### src/rtl/fetch_unit.sv
`default_nettype none
// ============================================================================
// Module      : fetch_unit
// Description : Instruction-fetch front end. In-order word requests to imem,
//               response buffering with PCs, valid/ready hand-off to decode,
//               and branch-redirect squashing of wrong-path traffic.
// Revision    : 1.0 - initial release
// ============================================================================
module fetch_unit #(
  parameter int unsigned     XLEN     = 32,
  parameter logic [XLEN-1:0] RESET_PC = '0,
  parameter int unsigned     DEPTH    = 2
) (
  input  logic            i_clk,
  input  logic            i_rst,
  input  logic            i_branch_taken,
  input  logic [XLEN-1:0] i_pc_branch,
  output logic            o_imem_req,
  output logic [XLEN-1:0] o_imem_addr,
  input  logic            i_imem_gnt,
  input  logic            i_imem_rvalid,
  input  logic [31:0]     i_imem_rdata,
  output logic            o_if_valid,
  output logic [XLEN-1:0] o_if_pc,
  output logic [31:0]     o_if_instr,
  input  logic            i_if_ready
);

  localparam int unsigned CNT_W   = $clog2(DEPTH + 1);
  localparam int unsigned PTR_W   = $clog2(DEPTH);
  localparam logic [CNT_W:0] CREDITS = (CNT_W + 1)'(DEPTH);

  typedef enum logic [0:0] {
    BOOT = 1'b0,
    RUN  = 1'b1
  } state_e;

  state_e            state_q, state_d;
  logic [XLEN-1:0]   pc_q, pc_d;
  logic [CNT_W-1:0]  outst_q, outst_d;
  logic [CNT_W-1:0]  drop_q, drop_d;
  logic [CNT_W-1:0]  iq_cnt_q, iq_cnt_d;
  logic [PTR_W-1:0]  pf_rd_q, pf_rd_d, pf_wr_q, pf_wr_d;
  logic [PTR_W-1:0]  iq_rd_q, iq_rd_d, iq_wr_q, iq_wr_d;

  logic [XLEN-1:0]   pf_mem_q   [DEPTH];
  logic [XLEN-1:0]   iq_pc_q    [DEPTH];
  logic [31:0]       iq_instr_q [DEPTH];

  logic [CNT_W:0]    credit_used;
  logic [XLEN-1:0]   target;
  logic              req, fire, resp, push, pop, if_valid, iq_nonempty;

  assign target = i_pc_branch & ~XLEN'(3);

  always_comb begin
    credit_used = {1'b0, outst_q} + {1'b0, iq_cnt_q};
    iq_nonempty = (iq_cnt_q != '0);
    req         = (state_q == RUN) && (credit_used < CREDITS) && !i_branch_taken;
    fire        = req && i_imem_gnt;
    // A response with nothing outstanding is a leftover from before reset.
    resp        = i_imem_rvalid && (outst_q != '0);
    push        = resp && (drop_q == '0) && !i_branch_taken;
    if_valid    = iq_nonempty && !i_branch_taken;
    pop         = if_valid && i_if_ready;
  end

  always_comb begin
    state_d  = state_q;
    pc_d     = pc_q;
    outst_d  = outst_q;
    drop_d   = drop_q;
    iq_cnt_d = iq_cnt_q;
    pf_rd_d  = pf_rd_q;
    pf_wr_d  = pf_wr_q;
    iq_rd_d  = iq_rd_q;
    iq_wr_d  = iq_wr_q;

    if (state_q == BOOT) begin
      state_d = RUN;
    end

    if (fire) begin
      pc_d    = pc_q + XLEN'(4);
      pf_wr_d = pf_wr_q + PTR_W'(1);
    end
    if (resp) begin
      pf_rd_d = pf_rd_q + PTR_W'(1);
    end

    case ({fire, resp})
      2'b10:   outst_d = outst_q + CNT_W'(1);
      2'b01:   outst_d = outst_q - CNT_W'(1);
      default: outst_d = outst_q;
    endcase

    if (resp && (drop_q != '0)) begin
      drop_d = drop_q - CNT_W'(1);
    end

    if (push) begin
      iq_wr_d = iq_wr_q + PTR_W'(1);
    end
    if (pop) begin
      iq_rd_d = iq_rd_q + PTR_W'(1);
    end

    case ({push, pop})
      2'b10:   iq_cnt_d = iq_cnt_q + CNT_W'(1);
      2'b01:   iq_cnt_d = iq_cnt_q - CNT_W'(1);
      default: iq_cnt_d = iq_cnt_q;
    endcase

    // Every request still in flight after this edge belongs to the wrong path.
    if (i_branch_taken) begin
      pc_d     = target;
      drop_d   = outst_d;
      iq_rd_d  = '0;
      iq_wr_d  = '0;
      iq_cnt_d = '0;
    end
  end

  always_ff @(posedge i_clk) begin
    if (i_rst) begin
      state_q  <= BOOT;
      pc_q     <= RESET_PC;
      outst_q  <= '0;
      drop_q   <= '0;
      iq_cnt_q <= '0;
      pf_rd_q  <= '0;
      pf_wr_q  <= '0;
      iq_rd_q  <= '0;
      iq_wr_q  <= '0;
    end else begin
      state_q  <= state_d;
      pc_q     <= pc_d;
      outst_q  <= outst_d;
      drop_q   <= drop_d;
      iq_cnt_q <= iq_cnt_d;
      pf_rd_q  <= pf_rd_d;
      pf_wr_q  <= pf_wr_d;
      iq_rd_q  <= iq_rd_d;
      iq_wr_q  <= iq_wr_d;
    end
  end

  // Storage needs no reset: occupancy counters gate every read.
  always_ff @(posedge i_clk) begin
    if (fire) begin
      pf_mem_q[pf_wr_q] <= pc_q;
    end
    if (push) begin
      iq_pc_q[iq_wr_q]    <= pf_mem_q[pf_rd_q];
      iq_instr_q[iq_wr_q] <= i_imem_rdata;
    end
  end

  assign o_imem_req  = req;
  assign o_imem_addr = pc_q;
  assign o_if_valid  = if_valid;
  assign o_if_pc     = iq_nonempty ? iq_pc_q[iq_rd_q]    : '0;
  assign o_if_instr  = iq_nonempty ? iq_instr_q[iq_rd_q] : '0;

endmodule
`default_nettype wire

### config.mk
export PLATFORM = sky130hd
export DESIGN_NAME = fetch_unit
export DESIGN_NICKNAME = d
export VERILOG_FILES = /design/src/rtl/fetch_unit.sv
export SDC_FILE = /design/constraint.sdc
export NUM_CORES = 1
export LEC_CHECK = 0
export BUFFER_PORTS_ARGS = -buffer_cell sky130_fd_sc_hd__buf_4
export CAP_MARGIN = 20
export CORE_ASPECT_RATIO = 2
export CORE_MARGIN = 4
export CORE_UTILIZATION = 34
export DETAILED_ROUTE_END_ITERATION = 16
export PLACE_DENSITY = 0.55
export SYNTH_ARGS = -nofsm -noshare
export SYNTH_HDL_FRONTEND = slang
export SYNTH_SLANG_ARGS = --single-unit
export TNS_END_PERCENT = 1
### constraint.sdc
create_clock -name i_clk -period 12.9 [get_ports i_clk]
set_clock_uncertainty 0.2 [all_clocks]
set_input_delay 0.645 -clock i_clk [delete_from_list [all_inputs] [get_ports i_clk]]
set_output_delay 0.645 -clock i_clk [all_outputs]
set_load 0.1 [all_outputs]
; ---- Word level (Yosys, flattened, before mapping)
; Memories as Yosys holds them, arrays and structs flattened. A register that Yosys moved wholly into a read port is not among the register bits.
; Cells that the tools add are included.
; Widths: inputs -> output; s select.
[classes]
add_sub_neg = 11
mul = 0
div = 0
magnitude_cmp = 1
eq_ne = 4
shifts = 0
muxes = 19
bitwise = 0
reduce_logical = 18
[ops]
columns = cell, count
row1 = $mux 32, 4
row2 = $add 32x3->32 const B, 1
row3 = $reduce_bool 2->1, 6
row4 = $mux 1, 11
row5 = $logic_and 1x1->1, 9
row6 = $pmux 2 s2, 2
row7 = $sub 2x1->2 const B, 3
row8 = $add 1x1->1 const B, 4
row9 = $add 2x1->2 const B, 2
row10 = $eq 2x1->1 const B, 2
row11 = $eq 2x2->1 const B, 2
row12 = $mux 2, 2
row13 = $add 2x2->3, 1
row14 = $lt 3x2->1 const B, 1
row15 = $logic_not 2->1, 1
row16 = $reduce_or 2->1, 1
row17 = $logic_not 1->1, 1
[totals]
regBits = 43
latch_bits = 0
ramBits = 192
mem_bits_ro = 0
in_bits = 70
output_inout_bits = 98
memories = 3
[mem_list]
columns = name, words, word_bits, rd, rd_ports_with_merged_regs, wr, line_no
row1 = iq_instr_q, 2, 32, 1, 1, 1, 48  ; logic [31:0] iq_instr_q [DEPTH];
row2 = iq_pc_q, 2, 32, 1, 1, 1, 47  ; logic [XLEN-1:0] iq_pc_q [DEPTH];
row3 = pf_mem_q, 2, 32, 1, 1, 1, 46  ; logic [XLEN-1:0] pf_mem_q [DEPTH];

; ---- Depth between registers and ports, before layout
[depth]
depth_word = 8
ltp_mapped = 11
ltp_nobuf = 10

; ---- Worst setup path after synthesis
; No wires, ideal clock.
[synth_path]
kind = input to register
start = input port i_branch_taken
end = memory iq_instr_q[0][0], enable pin
arrival_ns = 3.830
required_ns = 12.217
slack_ns = 8.387
cell_stages = 5
cell_sequence = clkbuf_1 > clkinv_1 > and3_1 > inv_1 > nor2_1
[synth_between]
elab_chain_cells = 4
[synth_lines]
columns = item, line_no
row1 = from (decl), 16  ; input logic i_branch_taken,
row2 = $logic_not 1->1, 63  ; push = resp && (drop_q == '0) && !i_branch_taken;
row3 = $logic_and 1x1->1, 63
row4 = $mux 1, 153  ; if (push) begin
row5 = $mux 1 (not written as such), 155  ; iq_instr_q[iq_wr_q] <= i_imem_rdata;
row6 = to (decl), 48
; No other way between the ends.

; ---- Final worst setup path
[layout_path]
start = register iq_cnt_q[0]
end = output port o_imem_req
[layout_between]
elab_chain_cells = 4
[layout_lines]
columns = item, line_no
row1 = from (decl), 42  ; logic [CNT_W-1:0] iq_cnt_q, iq_cnt_d;
row2 = from (signal assigned), 140  ; iq_cnt_q <= iq_cnt_d;
row3 = $add 2x2->3, 57  ; credit_used = {1'b0, outst_q} + {1'b0, iq_cnt_q};
row4 = $lt 3x2->1, 59  ; req = (state_q == RUN) && (credit_used < CREDITS) && !i_branch_taken;
row5 = $logic_and 1x1->1 (2 in a row), 59
row6 = to (decl), 18  ; output logic o_imem_req,
; No other way between the ends.

==> summary.md <==
| Metric | Value |
|---|---|
| Status | `finished clean` |
| Final Slew Violations | `0` |
| Number of hold buffers added after CTS | `0` |
| Via density | `4.67` |
| HP Class | `primary input to flip-flop` |
| DRT iter0 DRCs | `190` |
| Worst-Margin Slew | `just under 900 ps` |
| Synth Area in Simple Gates | `0.103` |
| H-tree depth | `1` |
| Clock transition at path regs | `60 ps` |
| First-pass GRT wire length | `around 30 mm` |
| Cell area after layout | `~0.011 sq mm` |
| Vias | `roughly 5400` |
| Crit path DAT | `2600 ps` |
| WL final | `just under 20 mm` |
| Mapped Area | `0.00918 sq mm` |
| GP Congestion | `0.788` |
| Largest net degree at the start of global routing | `63` |
| Worst Hold Slack | `~120 ps` |
| Final min period | `about 3400 ps` |
| Layout area overhead | `24.7%` |
| Worst slew margin | `0.414` |
| Fin nets | `876` |
| Adder-Cell Fraction of Synth Area | `0.00763` |
| Drt drc | `0` |
| Setup Viol. Count Final | `0` |
| Worst path max stage delay | `500 ps` |
| DR WL/cell | `17.1 um` |
| Sequential Area | `around 0.0064 sq mm` |
| Post-synthesis mux area share | `0.110` |
| Setup TNS | `0 ps` |
| Compound-Gate Fraction of Synth Area | `0.0278` |
| Most frequent CP cell | `and2_1` |
| CTS sink cnt | `roughly 230` |
| Clock latency on the worst-skew pair | `510 ps` |
| Port bufs | `161` |
| Max Clk Rate | `290 MHz` |
| GR Overflow Total | `0` |
| DP Wirelength | `around 14 mm` |
| FF-to-FF End | `drop_q[1]` |
| Reg2reg start | `iq_cnt_q[0]` |
| CP startpoint kind | `flip-flop` |
| Post-synth EDFFs | `about 180` |
| Peak supply drop | `a little over 0.07 mV` |
| Row count | `84` |
| Crit path launch | `iq_cnt_q[0]` |
| Critical Path Sink | `o_imem_req` |
| Yosys warns | `0` |
| Vias in the first global route | `between 5000 and 6000` |
| Die area | `between 0.02 and 0.03 sq mm` |
| Leakage | `between 4 and 5 nW` |
| Crit. End Element | `output pin` |
| Critical-path maximum fanout | `5` |
| Max cap viols | `0` |
| Max Root-Sink Buffers | `3` |
| Antenna Nets Post-Route | `0` |
| Pre-Repair DR Iteration Count | `4` |
| Overall routing resource usage | `0.130` |
| Synthesized area per cell | `~14 sq um` |
| Crit path kind | `flip-flop to output pin` |
| Core Area | `around 0.026 sq mm` |
| Top FF cell, synth | `edfxtp_1` |
| Initial antenna violation count | `0` |
| Reg2Reg Setup Slack | `between 9000 and 10000 ps` |
| Gate Count Post-Synth | `639` |
| Multi-input logic area | `between 0.002 and 0.003 sq mm` |
| Final hold vios | `0` |
| Worst reg-to-reg path cell count | `10` |
| Post-CTS Resized | `0` |
| Tcrit/Tclk final | `0.267` |
| Cell Chain, Critical Path | `and2_1, fa_1, nor3b_1, and2_1, buf_4` |
| Die outline height | `approximately 240 um` |
| PwrDens | `146 mW/mm^2` |
| Post-synth ARST share | `0` |
| Critical path's top delay family | `simple AND/OR/NAND/NOR gates` |
| Initial Util | `0.347` |
| Root buf cell | `clkbuf_16` |
| WP buf/inv | `1` |
| Synth Register Bits | `227` |
| Cts bufs inserted | `21` |
| CTS tree | `yes` |
| Critical Path Slowest Stage Cell | `nor3b_1` |
| Critical path depth in cells | `5` |
| Seq/Total Area, Yosys | `0.696` |
| Share of layout cells above drive strength 1 | `0.300` |
| Filler Cells Inserted | `2528` |
| Main combinational cell family by area after synthesis | `multiplexers` |
| Die extent in x | `roughly 120 um` |
| Placed Area | `between 0.01 and 0.015 sq mm` |
| Post-synthesis xor/xnor area fraction | `0.0353` |
| Worst Path Required | `~12000 ps` |
| # Post-CTS Setup Buffers | `0` |
| Synth cell types | `39` |
| I/O pins | `between 150 and 200` |
| Antenna diode instance count | `0` |
| RSZ-0062 raised after global routing | `false` |
==> per-stage QoR <==
| step | cells | worst slack [ps] | total power, W | util |
|---|---|---|---|---|
| finish | 1160 | 9460 | 0.00167 | 0.432 |
| global route | 1160 | 9330 | 0.00173 | 0.432 |
| CTS | 1160 | 9460 | 0.00169 | 0.432 |
| detailed placement | 1122 | 9730 | 0.00107 | 0.406 |
| global placement | 1122 | 9740 | 0.00107 | 0.406 |
| floorplan | 642 | 8390 | 0.00101 | - |
==> placed cells by master, fill, tap and decap left out, drive strengths merged <==
cell type / Yosys / final
edfxtp: 184 / 184
inv: 8 / 9
nand3: 8 / 8
nand4: 10 / 10
o21ai: 7 / 7
dfxtp: 43 / 43
fa: 1 / 1
nand2: 25 / 25
buf: 13 / 169
and2: 10 / 10
xnor2: 31 / 31
bufinv: 0 / 3
o22ai: 6 / 6
conb: 1 / 4
a21oi: 14 / 14
xor2: 6 / 6
nor3b: 1 / 1
ha: 4 / 4
and3: 11 / 11
and4bb: 1 / 1
mux2: 30 / 30
a211oi: 11 / 11
mux2i: 67 / 67
or3: 3 / 3
nor4: 6 / 6
clkinv: 1 / 10
nor3: 8 / 8
nor2: 101 / 101
and4: 5 / 5
clkbuf: 20 / 23
clkinvlp: 0 / 2
o21a: 1 / 1
a311oi: 2 / 2
==> cells by family after synthesis <==
| group | count (synthesis) |
|---|---|
| AO/OA/AOI/OAI | 41 |
| XOR/XNOR | 37 |
| adder cells (fa/ha/maj) | 5 |
| buffers and inverters | 42 |
| flip-flops | 227 |
| multiplexers | 97 |
| other | 1 |
| AND/OR/NAND/NOR | 189 |
==> registers in the layout, indices dropped and copies added, names as in the netlist, named ones only <==
signal and count:
drop_q 2, state_q 1, outst_q 2, pf_rd_q 1, o_imem_addr 30, pf_wr_q 1, iq_instr_q 64, iq_pc_q 60
iq_rd_q 1, iq_wr_q 1, pf_mem_q 60, iq_cnt_q 2
==> layer usage <==
metal / vias to the layer above / GRT usage / wire, um
met5: - / 0 / 0
met4: 0 / 0.0559 / 594
met3: 29 / 0.0188 / 915
met2: 140 / 0.247 / 11100
met1: 2590 / 0.138 / 7210
li1: 2656 / - / -
==> cell type report <==
class / instances / share of cell area
clock inverters: 15 / 0.0131
repair buffers: 169 / 0.111
well taps: 344 / 0.0376
flip-flops and latches: 227 / 0.558
inverters: 9 / 0.00295
clock buffers: 23 / 0.0466
multi-input cells: 373 / 0.231
==> worst min path at each step <==
| stage | depth (start not counted) | end | from |
|---|---|---|---|
| after floorplan | 2 | flip-flop | pf_rd_q |
| after global placement | 2 | pf_rd_q | pf_rd_q |
| after detailed placement | 2 | flip-flop | pf_rd_q |
| after CTS | 1 | iq_instr_q[0][2] | i_imem_rdata[2] |
| after global routing | 1 | iq_instr_q[0][25] | i_imem_rdata[25] |
| final | 1 | iq_instr_q[0][24] | i_imem_rdata[24] |
==> worst register-to-register path, cell delays in order (launching register included) <==
cell and delay [ps]:
dfxtp_1 460, and2_1 180, fa_1 440, and4bb_2 560
nand2_1 190, ha_1 260, xnor2_1 120, nor2_1 130
xnor2_1 160, nor2_1 60, o21a_1 190
==> power by group <==
group	total (W)	switching (W)	internal, W	leakage, nW
registers	0.000846	0.0000193	0.000826	2.03
clock network	0.000617	0.000258	0.000359	0.332
logic	0.000204	0.000140	0.0000636	1.67
==> cell usage after synthesis, types with 6 or more instances <==
cell / number / area (sq um)
edfxtp_1: 184 / 5530
nor2_1: 101 / 379
mux2i_1: 67 / 671
dfxtp_1: 43 / 861
xnor2_1: 31 / 272
mux2_2: 30 / 338
nand2_1: 25 / 93.8
clkbuf_1: 20 / 75.1
a21oi_1: 14 / 70.1
and3_1: 11 / 68.8
a211oi_1: 10 / 75.1
and2_1: 10 / 62.6
nand4_1: 9 / 56.3
inv_1: 8 / 30.0
nand3_1: 8 / 40.0
buf_1: 7 / 26.3
nor3_1: 6 / 30.0
o21ai_0: 6 / 30.0
o22ai_1: 6 / 37.5
xor2_1: 6 / 52.6
Note: power is estimated with default switching activity, not from simulation.
